[src/rtl/demux_dest_fifo.sv]
// Routes a valid/data stream into two destination FIFOs selected by one data bit,
// with almost-full pause feedback, run-time thresholds and a sticky overflow flag.

module demux_dest_fifo_buf #(
    parameter int DATA_W = 10,
    parameter int DEPTH  = 8,
    parameter int ADDR_W = 3
) (
    input  logic              clk,
    input  logic              reset_L,
    input  logic              push,
    input  logic              pop,
    input  logic [DATA_W-1:0] din,
    input  logic [ADDR_W:0]   af_thr,
    input  logic [ADDR_W:0]   ae_thr,
    output logic [DATA_W-1:0] dout,
    output logic              vout,
    output logic              empty,
    output logic              almost_empty,
    output logic              almost_full,
    output logic              overflow,
    output logic              empty_next
);
    localparam logic [ADDR_W:0]   FULL_CNT = (ADDR_W+1)'(DEPTH);
    localparam logic [ADDR_W:0]   CNT_ONE  = (ADDR_W+1)'(1);
    localparam logic [ADDR_W-1:0] PTR_ONE  = ADDR_W'(1);

    logic [DATA_W-1:0] mem [DEPTH];
    logic [ADDR_W-1:0] wr_ptr, rd_ptr;
    logic [ADDR_W:0]   count, count_nxt;
    logic              full, rd_ok, wr_ok;

    // A pop on a full FIFO frees the slot the same-cycle push lands in.
    assign full     = (count == FULL_CNT);
    assign rd_ok    = pop && (count != '0);
    assign wr_ok    = push && (!full || rd_ok);
    assign overflow = push && full && !rd_ok;

    // NOTE: every comb output gets a default first, so no latch is inferred.
    always_comb begin
        count_nxt = count;
        if (wr_ok && !rd_ok)
            count_nxt = count + CNT_ONE;
        else if (rd_ok && !wr_ok)
            count_nxt = count - CNT_ONE;
    end

    assign empty_next   = (count_nxt == '0);
    assign empty        = (count == '0);
    assign almost_empty = (count <= ae_thr);
    assign almost_full  = (count >= af_thr);

    // NOTE: storage has no reset; pointers and count alone define what is valid.
    always_ff @(posedge clk) begin
        if (wr_ok)
            mem[wr_ptr] <= din;
    end

    always_ff @(posedge clk or negedge reset_L) begin
        if (!reset_L) begin
            wr_ptr <= '0;
            rd_ptr <= '0;
            count  <= '0;
            dout   <= '0;
            vout   <= 1'b0;
        end else begin
            count <= count_nxt;
            vout  <= rd_ok;
            if (wr_ok)
                wr_ptr <= wr_ptr + PTR_ONE;
            if (rd_ok) begin
                rd_ptr <= rd_ptr + PTR_ONE;
                dout   <= mem[rd_ptr];
            end
        end
    end
endmodule

module demux_dest_fifo #(
    parameter int DATA_W   = 10,
    parameter int DEPTH    = 8,
    parameter int ADDR_W   = 3,
    parameter int DEST_BIT = 8
) (
    input  logic              clk,
    input  logic              reset_L,
    input  logic              init,
    input  logic [ADDR_W:0]   umbral_af,
    input  logic [ADDR_W:0]   umbral_ae,
    input  logic              valid_in,
    input  logic [DATA_W-1:0] data_in,
    input  logic              pop_d0,
    input  logic              pop_d1,
    output logic [DATA_W-1:0] data_out_d0,
    output logic [DATA_W-1:0] data_out_d1,
    output logic              valid_out_d0,
    output logic              valid_out_d1,
    output logic              empty_d0,
    output logic              empty_d1,
    output logic              almost_empty_d0,
    output logic              almost_empty_d1,
    output logic              almost_full_d0,
    output logic              almost_full_d1,
    output logic              pause,
    output logic              error_out,
    output logic [2:0]        state
);
    typedef enum logic [2:0] {
        S_RESET  = 3'd0,
        S_INIT   = 3'd1,
        S_IDLE   = 3'd2,
        S_ACTIVE = 3'd3,
        S_ERROR  = 3'd4
    } state_t;

    localparam logic [ADDR_W:0] AF_RST = (ADDR_W+1)'(DEPTH - 2);
    localparam logic [ADDR_W:0] AE_RST = (ADDR_W+1)'(1);

    state_t          state_q, state_nxt;
    logic [ADDR_W:0] af_q, ae_q;
    logic            error_q;
    logic            accept, thr_load, push_any, push_d0, push_d1;
    logic            ovf_d0, ovf_d1, empty_next_d0, empty_next_d1;

    always_ff @(posedge clk or negedge reset_L) begin
        if (!reset_L)
            state_q <= S_RESET;
        else
            state_q <= state_nxt;
    end

    always_comb begin
        state_nxt = state_q;
        unique case (state_q)
            S_RESET: state_nxt = S_INIT;
            S_INIT:  if (!init) state_nxt = S_IDLE;
            S_IDLE: begin
                if (ovf_d0 || ovf_d1)  state_nxt = S_ERROR;
                else if (init)         state_nxt = S_INIT;
                else if (push_any)     state_nxt = S_ACTIVE;
            end
            S_ACTIVE: begin
                if (ovf_d0 || ovf_d1)                  state_nxt = S_ERROR;
                else if (init)                         state_nxt = S_INIT;
                else if (empty_next_d0 && empty_next_d1) state_nxt = S_IDLE;
            end
            S_ERROR: state_nxt = S_ERROR;
            default: state_nxt = S_RESET;
        endcase
    end

    always_comb begin
        accept   = 1'b0;
        thr_load = 1'b0;
        unique case (state_q)
            S_INIT:                     thr_load = init;
            S_IDLE, S_ACTIVE, S_ERROR:  accept   = 1'b1;
            default: ;
        endcase
    end

    assign push_any = accept && valid_in;
    assign push_d0  = push_any && !data_in[DEST_BIT];
    assign push_d1  = push_any &&  data_in[DEST_BIT];

    always_ff @(posedge clk or negedge reset_L) begin
        if (!reset_L) begin
            af_q    <= AF_RST;
            ae_q    <= AE_RST;
            error_q <= 1'b0;
        end else begin
            if (thr_load) begin
                af_q <= umbral_af;
                ae_q <= umbral_ae;
            end
            if (ovf_d0 || ovf_d1)
                error_q <= 1'b1;
        end
    end

    demux_dest_fifo_buf #(.DATA_W(DATA_W), .DEPTH(DEPTH), .ADDR_W(ADDR_W)) u_fifo_d0 (
        .clk(clk), .reset_L(reset_L), .push(push_d0), .pop(pop_d0), .din(data_in),
        .af_thr(af_q), .ae_thr(ae_q), .dout(data_out_d0), .vout(valid_out_d0),
        .empty(empty_d0), .almost_empty(almost_empty_d0), .almost_full(almost_full_d0),
        .overflow(ovf_d0), .empty_next(empty_next_d0)
    );

    demux_dest_fifo_buf #(.DATA_W(DATA_W), .DEPTH(DEPTH), .ADDR_W(ADDR_W)) u_fifo_d1 (
        .clk(clk), .reset_L(reset_L), .push(push_d1), .pop(pop_d1), .din(data_in),
        .af_thr(af_q), .ae_thr(ae_q), .dout(data_out_d1), .vout(valid_out_d1),
        .empty(empty_d1), .almost_empty(almost_empty_d1), .almost_full(almost_full_d1),
        .overflow(ovf_d1), .empty_next(empty_next_d1)
    );

    assign pause     = almost_full_d0 | almost_full_d1;
    assign error_out = error_q;
    assign state     = state_q;
endmodule

[config.mk]
export PLATFORM = sky130hd
export DESIGN_NAME = demux_dest_fifo
export DESIGN_NICKNAME = d
export VERILOG_FILES = /design/src/rtl/demux_dest_fifo.sv
export SDC_FILE = /design/constraint.sdc
export NUM_CORES = 1
export LEC_CHECK = 0
export CORE_MARGIN = 10
export CORE_UTILIZATION = 35
export CTS_CLUSTER_SIZE = 40
export DETAILED_ROUTE_END_ITERATION = 12
export GPL_TIMING_DRIVEN = 1
export PLACE_DENSITY_LB_ADDON = 0.3
export SYNTH_ARGS = -nofsm -noshare
export SYNTH_HDL_FRONTEND = slang
export SYNTH_SLANG_ARGS = --single-unit
[constraint.sdc]
create_clock -name clk -period 2.85 [get_ports clk]
set_input_delay 0.7125 -clock clk [delete_from_list [all_inputs] [get_ports clk]]
set_output_delay 0.7125 -clock clk [all_outputs]
set_load 0.02 [all_outputs]
# Word-level counts from Yosys, hierarchy flattened
# Memories as Yosys holds them, arrays and structs flattened. A register that Yosys moved wholly into a read port is not among the register bits.
# Cells that the tools add are included.
# totals
ff_bits	34
latch_bits	0
ram_bits	160
rom_bits	0
out_inout_bits	33
memories	2
# op_classes
n_addsub	8
mul	0
div_mod_pow	0
order_cmp	4
eq_ne	9
shifts	0
n_mux	18
bitwise	1
reduce_logical	37
# memory_table
memory	depth	width	rd	rd_clocked_by_memory_dff	wr	line_no	source
u_fifo_d0.mem	8	10	1	1	1	28	logic [DATA_W-1:0] mem [DEPTH];
u_fifo_d1.mem	8	10	1	1	1	28	
# ops
operator	count
$mux W3	7
$logic_and A1 B1 Y1	16
$logic_not A4 Y1	4
$mux W4	4
$pmux W3 S5	1
$add A3 B1 Y3 const B	4
$logic_not A1 Y1	9
$add A4 B1 Y4 const B	2
$eq A4 B4 Y1 const B	2
$ge A4 B4 Y1	2
$le A4 B4 Y1	2
$ne A4 B4 Y1 const B	2
$reduce_bool A4 Y1	2
$sub A4 B1 Y4 const B	2
$eq A3 B2 Y1 const B	2
$mux W1	6
$eq A3 B1 Y1 const B	1
$eq A3 B3 Y1 const B	1
$logic_not A3 Y1	1
$logic_or A1 B1 Y1	3
$reduce_and A3 Y1	1
$reduce_or A3 Y1	1
$ne A2 B2 Y1 const B	1
$or A1 B1 Y1	1

# Longest topological paths before layout
# logic_depth
depth_word	16
ltp_mapped	9

# By module
# From an unflattened synthesis, not the netlist that was laid out.
# hier_totals
hier_cells	547
hier_area_um2	9090.0
# modules_own_cells
module	n_inst	cells_each	area_per_inst_um2	seq_area_each_um2
demux_dest_fifo_buf (u_fifo_d1)	1	251	4249.1	2927.8
demux_dest_fifo_buf (u_fifo_d0)	1	252	4245.3	2927.8
demux_dest_fifo	1	44	595.6	304.0

# Least setup slack after synthesis
# No wires, ideal clock.
# synth_path
path_kind	reg2reg
from	register state_q[1], in the netlist state[1]
to	memory u_fifo_d0.mem[0][0], enable pin
setup_ns	0.390
arrival_time_ns	2.483
t_required_ns	2.460
setup_slack_ns	-0.023
stages_incl_launch_ff	6
n_path_buf	1
synth_period_minus_slack_ns	2.873
cell_sequence	dfrtp_1 > buf_2 > nor3b_1 > o21ai_1 > or3_1 > nor3_1
# synth_via
elab_chain_len	8
word_cells_on_any_way	10
# synth_lines
item	line_no	source
start: declaration	119	state_t state_q, state_nxt;
start signal: assignment	129	state_q <= state_nxt;
$eq A3 B2 Y1 or $eq A3 B3 Y1 (tied branches)	155	unique case (state_q)
$reduce_or A3 Y1 *	155	
$mux W1 *	155	
$logic_and A1 B1 Y1 *	162	assign push_any = accept && valid_in;
$logic_and A1 B1 Y1 *	163	assign push_d0 = push_any && !data_in[DEST_BIT];
$logic_and A1 B1 Y1 *	36	assign wr_ok = push && (!full || rd_ok);
$mux W1 *	55	if (wr_ok)
$mux W1 (not written as such) *	56	mem[wr_ptr] <= din;
end: declaration	28	
# Every way passes the cells marked *; elsewhere a longest branch is shown, timed or not.

# Worst setup path in the final report
# layout_path
from	register af_q[1]
to	output port pause
# layout_via
elab_chain_len	2
word_cells_on_any_way	3
# layout_lines
item	line_no	source
start: declaration	120	logic [ADDR_W:0] af_q, ae_q;
start signal: assignment	173	af_q <= umbral_af;
$ge A4 B4 Y1	51	assign almost_full = (count >= af_thr);
$or A1 B1 Y1 *	195	assign pause = almost_full_d0 | almost_full_d1;
end: declaration	104	output logic pause,
# Marked as above.

==> qor.yml <==
status:
  status: "finished with violations"
  violations: "setup timing"
timing:
  finClkSkew_ns: 0.009020
  min_period_ns: 2.904
  finalHoldViolCount: 0
  setup_viol: 1
  max_freq_ghz: 0.3444
  fin_tns_setup_ns: -0.05373
  slew-limit-headroom_pct: 38.84
  setup_ws_ns: -0.05373
  worst_pin_slew_ns: 0.9174
  whs_ns: 0.2508
  drv_slew: 0
  rsz0062_at_grt: "true"
  fin_crit_sh_pct: 101.9
die:
  ios: 57
  die_w_um: 180.0
  die_h_um: 180.0
  initial_core_util_pct: 35.58
  core-area_sq_mm: 0.02518
  rows: 58
  dieArea_sq_mm: 0.03239
power:
  power_frac_seq_pct: 38.9
  comb_power_share_pct: 35.1
  swShare_pct: 32.28
  power_mw: 11.00
  p_sw_mw: 3.550
  ir_drop_v: 0.0004945
  power.internal_mw: 7.446
  clockPowerShare_pct: 26.0
  p_leak_nw: 3.999
  p_per_area_mw_per_mm2: 997.5
placement:
  place_ws_ns: -0.03552
  hpwl_um: 12350
  numPortBuffers: 56
  gp_congestion: 0.7705
  dpl.cell_count: 956
  placed_cell_area_sq_mm: 0.01021
logic_synthesis:
  synth_cells: 544
  syn_area_sq_mm: 0.008959
  synth_edf_count: 160
  ys_ff_latch: 214
  async_reset_ff_share_pct: 25.23
  yosysWarnings: 0
  ys.flop_type: "edfxtp_1"
  yosysUniqueCellTypes: 59
  seq_area_frac_synth_pct: 68.76
  syn_nets: 592
  syn_area_per_cell_sq_um: 16.47
layout:
  layout.nets: 704
  final_area_sq_mm: 0.01102
  drive_gt1_share_pct: 23.18
  syn_to_final_growth_pct: 23.06
  fin_cells: 1004
  final_core_util_pct: 43.78
grt:
  grtUsageTotal_pct: 11.16
  grt_pass1_vias: 5353
  grt_pass1_wl_um: 29390
  antenna_found_initial: 0
  overflow: 0
  grt_start_max_net_pins: 31
clocking:
  htree_levels: 1
  clk_latency_ns: 0.52
  cts.reportedPaths.clkPinSlew_ns: 0.06
  cts_buffers: 24
  root_buffer: "clkbuf_16"
  cts.sinks: 214
  holdBufCountCts: 0
  cts_max_path_buffers: 3
  cts_tree: "yes"
routing:
  viasPerCell: 4.929
  num_vias: 4949
  ant_nets: 0
  drtIter0Drc: 309
  dr.pass1.iters: 4
  avgRoutedWirePerCell_um: 18.53
  totalWireLength_um: 18610
  drcViolationCount: 0
setup_path:
  crit_required_ns: 2.14
  worst-path-stages: 7
  worst-path-buf-inv: 2
  slowest_delay_ns: 0.54
  cp_max_fo: 3
  cp-end-kind: "primary output"
  criticalPathCategory: "flip-flop to primary output"
  arrival_ns: 2.19
  crit_family: "flip-flops"
  cp-start-kind: "flip-flop"
  cp_common_cell: "a21o_1"
  crit_path_top_delay_cell: "dfstp_2"
  reg2regPathDepth: 9
  cp_cell_sequence: "inv_4, ha_4, a21o_1, a21o_1, a21o_1, or2_4, buf_6"
hold_path:
  min_path_type: "primary input to async pin"
flow_run:
  cap_violations: 0
placed cells by master, fill, tap and decap left out, types with 3 or more instances in the layout:
cell type and count:
edfxtp_1 160, dfrtp_1 50, buf_4 50, nand2_1 49, clkdlybuf4s50_1 48, mux4_2 40
o21ai_0 32, clkbuf_16 24, mux2i_1 23, ha_1 21, nor2_1 19, inv_1 15
nand2b_1 11, o211ai_1 8, xnor2_1 8, clkbuf_1 7, nor2b_1 6, nor3_1 6
a21o_1 6, clkinv_1 5, mux2_2 4, buf_2 4, o2111ai_1 3, or4_1 3
o21ai_1 3, a21oi_1 3, ha_4 3, dfstp_2 3
power groups by stage:
stage               registers (mW)  clock network, mW  logic, mW
finish                        4.28               2.86       3.86
CTS                           4.28               2.94       3.73
detailed placement            4.34                  0       3.75
global route                  4.36               3.06       4.26
floorplan                     4.34                  0       2.32
global placement              4.32                  0       3.67
synth_stat cells, types with 2 or more instances:
cell       instances  area (sq um)
ha_1              24         300.3
or2_2              2         12.51
mux2i_1           23         230.2
a21oi_1            4         20.02
o21ai_0           34         170.2
inv_1             17         63.81
clkbuf_1          13         48.80
buf_2              6         30.03
xor2_1             2         17.52
dfrtp_1           51          1276
a41o_1             2         20.02
nor3_1             7         35.03
edfxtp_1         160          4805
or4_1              3         22.52
a21o_1             6         45.04
nor2_1            19         71.32
nand2_1           49         183.9
o22ai_1            2         12.51
o211ai_1           8         60.06
o2111ai_1          3         26.28
nand2b_1          13         81.33
xnor2_1            8         70.07
nor3b_1            2         15.01
dfstp_2            3         78.83
nor2b_1            6         37.54
nand3_1            2         10.01
mux2_2             4         45.04
mux4_2            40         900.9
cell families after synthesis:
logic type / after synthesis / synth area share, %
flip-flops: 214 / 68.76
AND/OR/NAND/NOR: 116 / 6.453
AO/OA/AOI/OAI: 75 / 5.587
multiplexers: 67 / 13.13
buffers and inverters: 37 / 1.634
adder cells (fa/ha/maj): 25 / 3.464
XOR/XNOR: 10 / 0.9777
worst register-to-register path, stage by stage, from the launching register on:
cell and delay, ns:
dfrtp_1 0.41, buf_4 0.17, inv_1 0.05, ha_1 0.20
nand2b_1 0.14, o21ai_2 0.24, nor2_2 0.09, or4_1 0.47
a311oi_1 0.35, a31oi_1 0.15
worst paths after layout:
kind / start / slack, ns / to
max in group asynchronous: reset_L / 1.93 / ae_q[0]$_DFFE_PN1P_
setup / recovery: af_q[1]$_DFFE_PN1P_ / -0.05 / pause
min in group clk: error_out$_DFFE_PN0P_ / 0.46 / error_out$_DFFE_PN0P_
hold / removal: reset_L / 0.25 / u_fifo_d1.dout[8]$_DFFE_PN0N_
hold reg to reg: error_out$_DFFE_PN0P_ / 0.46 / error_out$_DFFE_PN0P_
setup reg to reg: u_fifo_d1.count[1]$_DFF_PN0_ / 0.43 / state[0]$_DFFE_PN0P_
routing by layer:
layer	global-route usage, %	vias to the layer above	share of wire (%)
met5	0	-	0
met4	3.010	0	1.7
met3	2.430	30	4.7
met2	19.33	92	50
met1	13.76	2483	44
li1	-	2344	-
final cells by class:
| type | instances | area, sq um |
|---|---|---|
| Clock buffer | 31 | 626.9 |
| Inverter | 17 | 66.31 |
| Clock inverter | 12 | 102.6 |
| Multi-Input combinational cell | 293 | 2725 |
| Timing Repair Buffer | 106 | 927.1 |
| Antenna cell | 1 | 2.502 |
| Fill cell | 2194 | 14160 |
| Tap cell | 330 | 412.9 |
| Sequential cell | 214 | 6161 |
repair_timing:
action                     in CTS  in global routing
pin swaps                       3                 10
resized for setup              26                 18
buffers inserted                0                  4
setup endpoints to repair       7                  5
sequential cells by signal, indices dropped and copies added, names as in the netlist:
signal            count
u_fifo_d1.mem        80
u_fifo_d0.vout        1
u_fifo_d1.wr_ptr      3
error_out             1
u_fifo_d1.dout       10
u_fifo_d0.mem        80
u_fifo_d0.rd_ptr      3
af_q                  4
u_fifo_d1.vout        1
u_fifo_d1.rd_ptr      3
u_fifo_d0.wr_ptr      3
u_fifo_d0.count       4
state                 3
u_fifo_d0.dout       10
u_fifo_d1.count       4
ae_q                  4
(Power assumes the default switching activity.)
